===== config.mk =====
export PLATFORM = sky130hd
export DESIGN_NAME = lsu_dmem_ctrl
export DESIGN_NICKNAME = d
export VERILOG_FILES = /design/src/rtl/lsu_dmem_ctrl.sv
export SDC_FILE = /design/constraint.sdc
export NUM_CORES = 1
export LEC_CHECK = 0
export BUFFER_PORTS_ARGS = -buffer_cell sky130_fd_sc_hd__buf_2
export CORE_ASPECT_RATIO = 2
export CORE_MARGIN = 2
export CORE_UTILIZATION = 55
export CTS_CLUSTER_SIZE = 40
export DETAILED_ROUTE_END_ITERATION = 7
export HOLD_SLACK_MARGIN = 0.06
export PLACE_DENSITY = 0.85
export SLEW_MARGIN = 10
export SYNTH_ARGS = -nofsm -noshare
export SYNTH_HDL_FRONTEND = slang
export SYNTH_SLANG_ARGS = --single-unit

===== constraint.sdc =====
create_clock -name i_clk -period 3.9 [get_ports i_clk]
set_input_delay 0.195 -clock i_clk [delete_from_list [all_inputs] [get_ports i_clk]]
set_output_delay 0.195 -clock i_clk [all_outputs]
set_load 0.05 [all_outputs]

===== src/rtl/lsu_dmem_ctrl.sv =====
// Load/store unit in front of a word-only data memory: sub-word stores become
// read-modify-write pairs, sub-word loads are lane-selected and extended.
module lsu_dmem_ctrl #(
    parameter int DATA_WIDTH = 32,
    parameter int ADDR_WIDTH = 32
) (
    input  logic                  i_clk,
    input  logic                  i_rst,
    input  logic                  i_req_valid,
    output logic                  o_req_ready,
    input  logic                  i_req_we,
    input  logic [2:0]            i_req_funct3,
    input  logic [ADDR_WIDTH-1:0] i_req_addr,
    input  logic [DATA_WIDTH-1:0] i_req_wdata,
    output logic                  o_resp_valid,
    output logic [DATA_WIDTH-1:0] o_resp_rdata,
    output logic                  o_resp_fault,
    output logic                  o_dmem_st,
    output logic                  o_dmem_ld,
    output logic [ADDR_WIDTH-1:0] o_dmem_addr,
    output logic [DATA_WIDTH-1:0] o_dmem_data,
    input  logic [DATA_WIDTH-1:0] i_dmem_data
);

    localparam int LANES = DATA_WIDTH / 8;

    typedef enum logic [2:0] {
        IDLE,
        LD,
        ST,
        RMW_RD,
        RMW_WR,
        FAULT
    } state_t;

    state_t                  state_reg, state_next;
    logic                    we_reg;
    logic [2:0]              funct3_reg;
    logic [ADDR_WIDTH-1:0]   addr_reg;
    logic [DATA_WIDTH-1:0]   wdata_reg;
    logic [DATA_WIDTH-1:0]   merge_reg;
    logic                    resp_valid_reg, resp_valid_next;
    logic                    resp_fault_reg, resp_fault_next;
    logic [DATA_WIDTH-1:0]   resp_rdata_reg, resp_rdata_next;

    logic                    accept;
    logic                    req_fault;
    logic [7:0]              load_byte;
    logic [15:0]             load_half;
    logic [DATA_WIDTH-1:0]   load_ext;
    logic [DATA_WIDTH-1:0]   merged_word;
    logic [ADDR_WIDTH-1:0]   word_addr;

    // Legality and alignment are judged on the live request so the FSM can branch at acceptance.
    always_comb begin
        req_fault = 1'b0;
        if (i_req_we) begin
            if (i_req_funct3[2] || (i_req_funct3[1:0] == 2'b11)) begin
                req_fault = 1'b1;
            end
        end else if ((i_req_funct3 == 3'b110) || (i_req_funct3[1:0] == 2'b11)) begin
            req_fault = 1'b1;
        end
        case (i_req_funct3[1:0])
            2'b01:   if (i_req_addr[0])      req_fault = 1'b1;
            2'b10:   if (|i_req_addr[1:0])   req_fault = 1'b1;
            default: ;
        endcase
    end

    assign word_addr = {addr_reg[ADDR_WIDTH-1:2], 2'b00};
    assign load_byte = i_dmem_data[{addr_reg[1:0], 3'b000} +: 8];
    assign load_half = i_dmem_data[{addr_reg[1], 4'b0000} +: 16];

    always_comb begin
        case (funct3_reg)
            3'b000:  load_ext = {{(DATA_WIDTH-8){load_byte[7]}}, load_byte};
            3'b001:  load_ext = {{(DATA_WIDTH-16){load_half[15]}}, load_half};
            3'b100:  load_ext = {{(DATA_WIDTH-8){1'b0}}, load_byte};
            3'b101:  load_ext = {{(DATA_WIDTH-16){1'b0}}, load_half};
            default: load_ext = i_dmem_data;
        endcase
    end

    // Each byte lane either keeps the word read back in RMW_RD or takes the store data.
    // Halfword stores feed wdata[15:8] into the odd lane of the selected half.
    genvar gi;
    generate
        for (gi = 0; gi < LANES; gi++) begin : g_lane
            localparam logic [1:0] LANE = 2'(gi);
            logic       hit;
            logic [7:0] src;
            assign hit = (funct3_reg[1:0] == 2'b00) ? (addr_reg[1:0] == LANE)
                                                    : (addr_reg[1] == LANE[1]);
            assign src = (funct3_reg[0] && LANE[0]) ? wdata_reg[15:8] : wdata_reg[7:0];
            assign merged_word[8*gi +: 8] = hit ? src : merge_reg[8*gi +: 8];
        end
    endgenerate

    always_comb begin
        state_next      = state_reg;
        resp_valid_next = 1'b0;
        resp_fault_next = 1'b0;
        resp_rdata_next = '0;
        accept          = 1'b0;
        o_req_ready     = 1'b0;
        o_dmem_st       = 1'b0;
        o_dmem_ld       = 1'b0;
        o_dmem_addr     = '0;
        o_dmem_data     = '0;
        case (state_reg)
            IDLE: begin
                o_req_ready = 1'b1;
                if (i_req_valid) begin
                    accept = 1'b1;
                    if (req_fault) begin
                        state_next = FAULT;
                    end else if (!i_req_we) begin
                        state_next = LD;
                    end else if (i_req_funct3[1:0] == 2'b10) begin
                        state_next = ST;
                    end else begin
                        state_next = RMW_RD;
                    end
                end
            end
            LD: begin
                o_dmem_ld       = 1'b1;
                o_dmem_addr     = word_addr;
                resp_valid_next = 1'b1;
                resp_rdata_next = load_ext;
                state_next      = IDLE;
            end
            ST: begin
                o_dmem_st       = 1'b1;
                o_dmem_addr     = word_addr;
                o_dmem_data     = wdata_reg;
                resp_valid_next = 1'b1;
                state_next      = IDLE;
            end
            RMW_RD: begin
                o_dmem_ld   = 1'b1;
                o_dmem_addr = word_addr;
                state_next  = RMW_WR;
            end
            RMW_WR: begin
                o_dmem_st       = 1'b1;
                o_dmem_addr     = word_addr;
                o_dmem_data     = merged_word;
                resp_valid_next = 1'b1;
                state_next      = IDLE;
            end
            FAULT: begin
                resp_valid_next = 1'b1;
                resp_fault_next = 1'b1;
                state_next      = IDLE;
            end
            default: state_next = IDLE;
        endcase
    end

    always_ff @(posedge i_clk) begin
        if (i_rst) begin
            state_reg      <= IDLE;
            we_reg         <= 1'b0;
            funct3_reg     <= '0;
            addr_reg       <= '0;
            wdata_reg      <= '0;
            merge_reg      <= '0;
            resp_valid_reg <= 1'b0;
            resp_fault_reg <= 1'b0;
            resp_rdata_reg <= '0;
        end else begin
            state_reg      <= state_next;
            resp_valid_reg <= resp_valid_next;
            resp_fault_reg <= resp_fault_next;
            resp_rdata_reg <= resp_rdata_next;
            if (accept) begin
                we_reg     <= i_req_we;
                funct3_reg <= i_req_funct3;
                addr_reg   <= i_req_addr;
                wdata_reg  <= i_req_wdata;
            end
            if (state_reg == RMW_RD) begin
                merge_reg <= i_dmem_data;
            end
        end
    end

    assign o_resp_valid = resp_valid_reg;
    assign o_resp_fault = resp_fault_reg;
    assign o_resp_rdata = resp_rdata_reg;

    // we_reg is kept for visibility of the latched request; the state already encodes direction.
    logic unused_we;
    assign unused_we = we_reg;

endmodule

# Yosys cells after proc, flatten, opt, wreduce, memory -nomap -nowiden
# Cells that the tools add are included.
dict set report word_totals {
  latchBits 0
  regBits 136
  memories 0
  rom_bits 0
  word_cells 70
  mem_bits_rw 0
  in_bits 103
}
dict set report classes {
  mux 30
  n_addsub 0
  eq_ne 16
  bitwise 2
  shift 2
  mul 0
  div_mod_pow 0
  reduce_logical 12
  n_lt_le_gt_ge 0
}
# op count
set op_table {}
lappend op_table {{case mux 32 bit (4 select lines)} 1}
lappend op_table {{case mux 32 bit (2 select lines)} 1}
lappend op_table {{2-to-1 mux 8 bit} 5}
lappend op_table {{2-to-1 mux 32 bit} 1}
lappend op_table {{variable part select 32 x 6 -> 16 bit} 1}
lappend op_table {{variable part select 32 x 6 -> 8 bit} 1}
lappend op_table {{2-to-1 mux 1 bit} 17}
lappend op_table {{equality test 3 bit, second input constant} 5}
lappend op_table {{equality test 2 bit, second input constant} 4}
lappend op_table {{OR reduction 2 bit} 4}
lappend op_table {{OR reduction 4 bit} 2}
lappend op_table {{equality test 3 x 1 -> 1 bit, second input constant} 2}
lappend op_table {{equality test 3 x 2 -> 1 bit, second input constant} 2}
lappend op_table {{zero test 3 bit} 2}
lappend op_table {{2-to-1 mux 3 bit} 2}
lappend op_table {{case mux 3 bit (2 select lines)} 1}
lappend op_table {{equality test 2 x 1 -> 1 bit, second input constant} 2}
lappend op_table {{zero test 2 bit} 2}
lappend op_table {{logical OR 1 bit} 2}
lappend op_table {{2-to-1 mux 2 bit} 1}
lappend op_table {{inequality test 2 bit, second input constant} 1}
lappend op_table {{inverter 1 bit} 2}
lappend op_table {{case mux 1 bit (2 select lines)} 1}

# Logic depth before layout (Yosys ltp)
dict set report depth {
  word_depth 9
  mapped_depth 6
  ltp_nobuf 5
}

# Worst setup path before layout
# OpenSTA, ideal clock, no wires.
dict set report synth_timing {
  kind {register -> output}
  startpoint {register state_reg[0]}
  endpoint {output o_dmem_addr[10]}
  path_stages_with_launch 6
  path_slack_ps 1328
  n_path_buf 2
  required_ps 3705
  arrival_ps 2377
  cell_sequence {dfxtp_1 -> buf_2 -> nor3_1 -> nor2_1 -> clkbuf_1 -> and2_1}
}
dict set report synth_between {
  elab_chain_len 3
  elab_cells_between_ends 6
  classes_between {eq/ne (4); mux (1); reduce/logical (1)}
}
# item line_no
set synth_lines {}
lappend synth_lines {{start, declared} 36} ;# state_t state_reg, state_next;
lappend synth_lines {{start signal, assigned} 174} ;# state_reg <= state_next;
lappend synth_lines {{equality test 3 x 2 -> 1 bit, or another cell as far along} 111} ;# case (state_reg)
lappend synth_lines {{OR reduction 4 bit (no source line) *} --}
lappend synth_lines {{2-to-1 mux 32 bit *} 111}
lappend synth_lines {{end, declared} 20} ;# output logic [ADDR_WIDTH-1:0] o_dmem_addr,
# Mark *: on every way between the ends. The rest lies on a longest branch, timed or not.

# Worst setup path in the final report
dict set report layout_timing {
  startpoint {register state_reg[2]}
  endpoint {output o_dmem_data[3]}
}
dict set report layout_between {
  elab_chain_len 2
  elab_cells_between_ends 3
  classes_between {eq/ne (2); mux (1)}
}
# item line_no
set layout_lines {}
lappend layout_lines {{equality test 3 bit or equality test 3 x 2 -> 1 bit (tied branches)} 111}
lappend layout_lines {{case mux 32 bit (2 select lines) *} 111}
lappend layout_lines {{end, declared} 21} ;# output logic [DATA_WIDTH-1:0] o_dmem_data,
# Marked as above.

==> impl_metrics.json <==
{
  "syn2layout_area_growth_pct": 37.34,
  "status": "complete, no violations",
  "grtUsageTotal": 0.3482,
  "dp_hpwl_um": 13900,
  "synth_edf_count": 0,
  "slew_viol_final": 0,
  "design.die.area_um2": 12530,
  "post_drt_via_cell_ratio": 5.848,
  "drt-total-wl_um": 21670,
  "first_pass_iters": 6,
  "yosys-top-cells-area": "dfxtp_1, nand2_1, a21oi_1, and2_1, a2111oi_2",
  "worstMarginPinSlew_ns": 1.189,
  "criticalPathCategory": "flop to output pin",
  "grt_overflow": 0,
  "period_needed_ns": 3.019,
  "multi_input_area_um2": 3268,
  "wl_met1_um": 7239,
  "cts.sinks": 136,
  "grt_pass1_vias": 6655,
  "yosys_warnings": 0,
  "p_seq_frac": 0.395,
  "die_y_um": 156.3,
  "sw_frac_of_total": 0.2829,
  "fill_cells": 782,
  "row_count": 55,
  "slowest_stage": "nor3b_4",
  "hp-class": "primary input to flop",
  "ys_seq_elements": 136,
  "max_freq_mhz": 331.2,
  "slew_headroom": 0.2070,
  "start_util": 0.5653,
  "cp_top_family": "simple AND/OR/NAND/NOR gates",
  "met3_length_um": 1569,
  "cp_max_fo": 33,
  "synthFlopType": "dfxtp_1",
  "worst_path_largest_cell_delay_ns": 0.98,
  "combPwrFrac": 0.159,
  "dp_slack_ns": 1.396,
  "clockBufferDepth": 2,
  "ctsHoldBuffers": 81,
  "yosysMostFrequentCell": "nand2_1",
  "grt_max_degree": 105,
  "route.met2.wl_um": 10860,
  "crit_buf_inv": 1,
  "synth_top_area_share": 0.4268,
  "skew_ns": 0.007676,
  "clk_pin_slew_ns": 0.06,
  "setup_slack_ns": 0.8806,
  "p_clk_frac": 0.446,
  "p_sw_mw": 1.089,
  "place_congestion": 0.9101,
  "regArea_um2": 2723,
  "synthDistinctLibCells": 57,
  "critical_path.cell_chain": "nor3b_4 > o21a_2 > a22o_1 > buf_2",
  "first_iter_violations": 581,
  "hold_viol": 0,
  "worstPathRequired_ns": 3.70,
  "numCtsBuffers": 17,
  "end_kind": "output pin",
  "antenna_found_initial": 1,
  "syn-cell-area_um2": 6380,
  "synth_area_leader_cell": "dfxtp_1",
  "layout.nets": 1141,
  "setup_viol": 0,
  "core_um2": 11290,
  "cts-root-buf": "clkbuf_16",
  "cts-resized-gates": 0,
  "wl_per_cell_um": 18.18,
  "seq_area_frac_synth": 0.4268,
  "timing.final.crit_share": 0.7742,
  "cp.arrival_ns": 2.82,
  "ios": 204,
  "ant_nets": 0,
  "rsz0062_at_grt": "no",
  "fin_tns_setup_ns": 0,
  "post-cts-setup-buffer-count": 0,
  "drive_gt1_frac": 0.2574,
  "start_kind": "flop",
  "avgSynthCellArea_um2": 7.995,
  "fin_util": 0.7764,
  "tritoncts": "built",
  "synth_cells": 798,
  "power_density_nw_per_um2": 439.3,
  "timing.hold.ws_ns": 0.05784,
  "grt_pass1_wl_um": 33440,
  "highest_layer": "met4",
  "fp.dieW_um": 80.16,
  "htreeDepth": 4,
  "clock_latency_ns": 0.42,
  "num_vias": 6971,
  "async_flop_share": 0,
  "cellLeakagePower_nw": 3.860,
  "peakVddDrop_mv": 0.4173,
  "maxCapViolations": 0,
  "io_buffers": 201,
  "drc": 0,
  "synthTopCellsByCount": "nand2_1, dfxtp_1, a21oi_1, clkbuf_1, and2_1",
  "cell_internal_pwr_mw": 2.760
}
[metrics by stage]
stage | instances | area (µm²) | total power, mW
4_1_cts | 1191 | 8760 | 3.838
3_3_place_gp | 1078 | 7313 | 2.063
3_5_place_dp | 1078 | 7313 | 2.072
6_report | 1192 | 8762 | 3.849
5_1_grt | 1192 | 8762 | 3.962
2_1_floorplan | 799 | 6384 | 1.910
[cells by family after synthesis]
| group | Yosys count | synth area share |
|---|---|---|
| adders and majority gates | 2 | 0.003922 |
| DFF | 136 | 0.4268 |
| muxes | 10 | 0.01608 |
| other | 1 | 0.0005878 |
| AOI/OAI and AO/OA | 205 | 0.2304 |
| and+or+nand+nor | 353 | 0.2599 |
| buffers and inverters | 91 | 0.06236 |
[area by class of cell]
cell class                 count  share of cell area
sequential                   136              0.3107
antenna                        1           0.0002856
clock buffer                  18             0.05012
timing repair buffer         292              0.2159
multi-input combinational    572              0.3730
inverter                      17            0.007283
clock inverter                14             0.02242
tap                          142             0.02028
[power groups by stage]
stage,Sequential [mW],Combinational [mW],Clock (mW)
floorplan,1.56,0.355,0
global placement,1.54,0.521,0
detailed placement,1.55,0.526,0
CTS,1.52,0.592,1.73
global route,1.53,0.652,1.78
finish,1.52,0.611,1.72
[placed cells by master, fill, tap and decap left out, types with 9 or more instances in the layout]
cell             n
and2_1          38
nor3_1          11
inv_1           17
buf_4           10
and3_1           9
a2111oi_2       10
a31oi_1         17
dfxtp_1        136
dlygate4sd3_1   81
a21oi_1        101
clkbuf_16       17
buf_2          201
nand2_1        241
[per-layer routing]
metal | up-vias | track usage
met4 | 0 | 0.2970
li1 | 3230 | -
met5 | - | 0
met1 | 3157 | 0.3657
met2 | 450 | 0.5762
met3 | 134 | 0.07209
[worst register-to-register path, stage by stage (launching register included)]
cell and delay [ns]:
dfxtp_1 1.00, buf_4 0.39, nand2b_1 0.29, a211oi_1 0.14
a2111oi_2 0.48
[final timing paths]
path | from | end | slack (ns) | cells after the start
worst min register to register | addr_reg[4] | addr_reg[4] | 0.45 | 2
worst min-delay path | i_dmem_data[20] | merge_reg[20] | 0.06 | 3
worst max register to register | funct3_reg[1] | o_resp_rdata[0] | 1.45 | 4
worst max-delay path | state_reg[2] | o_dmem_data[3] | 0.88 | 4
Power figures use the tool's default switching activity.
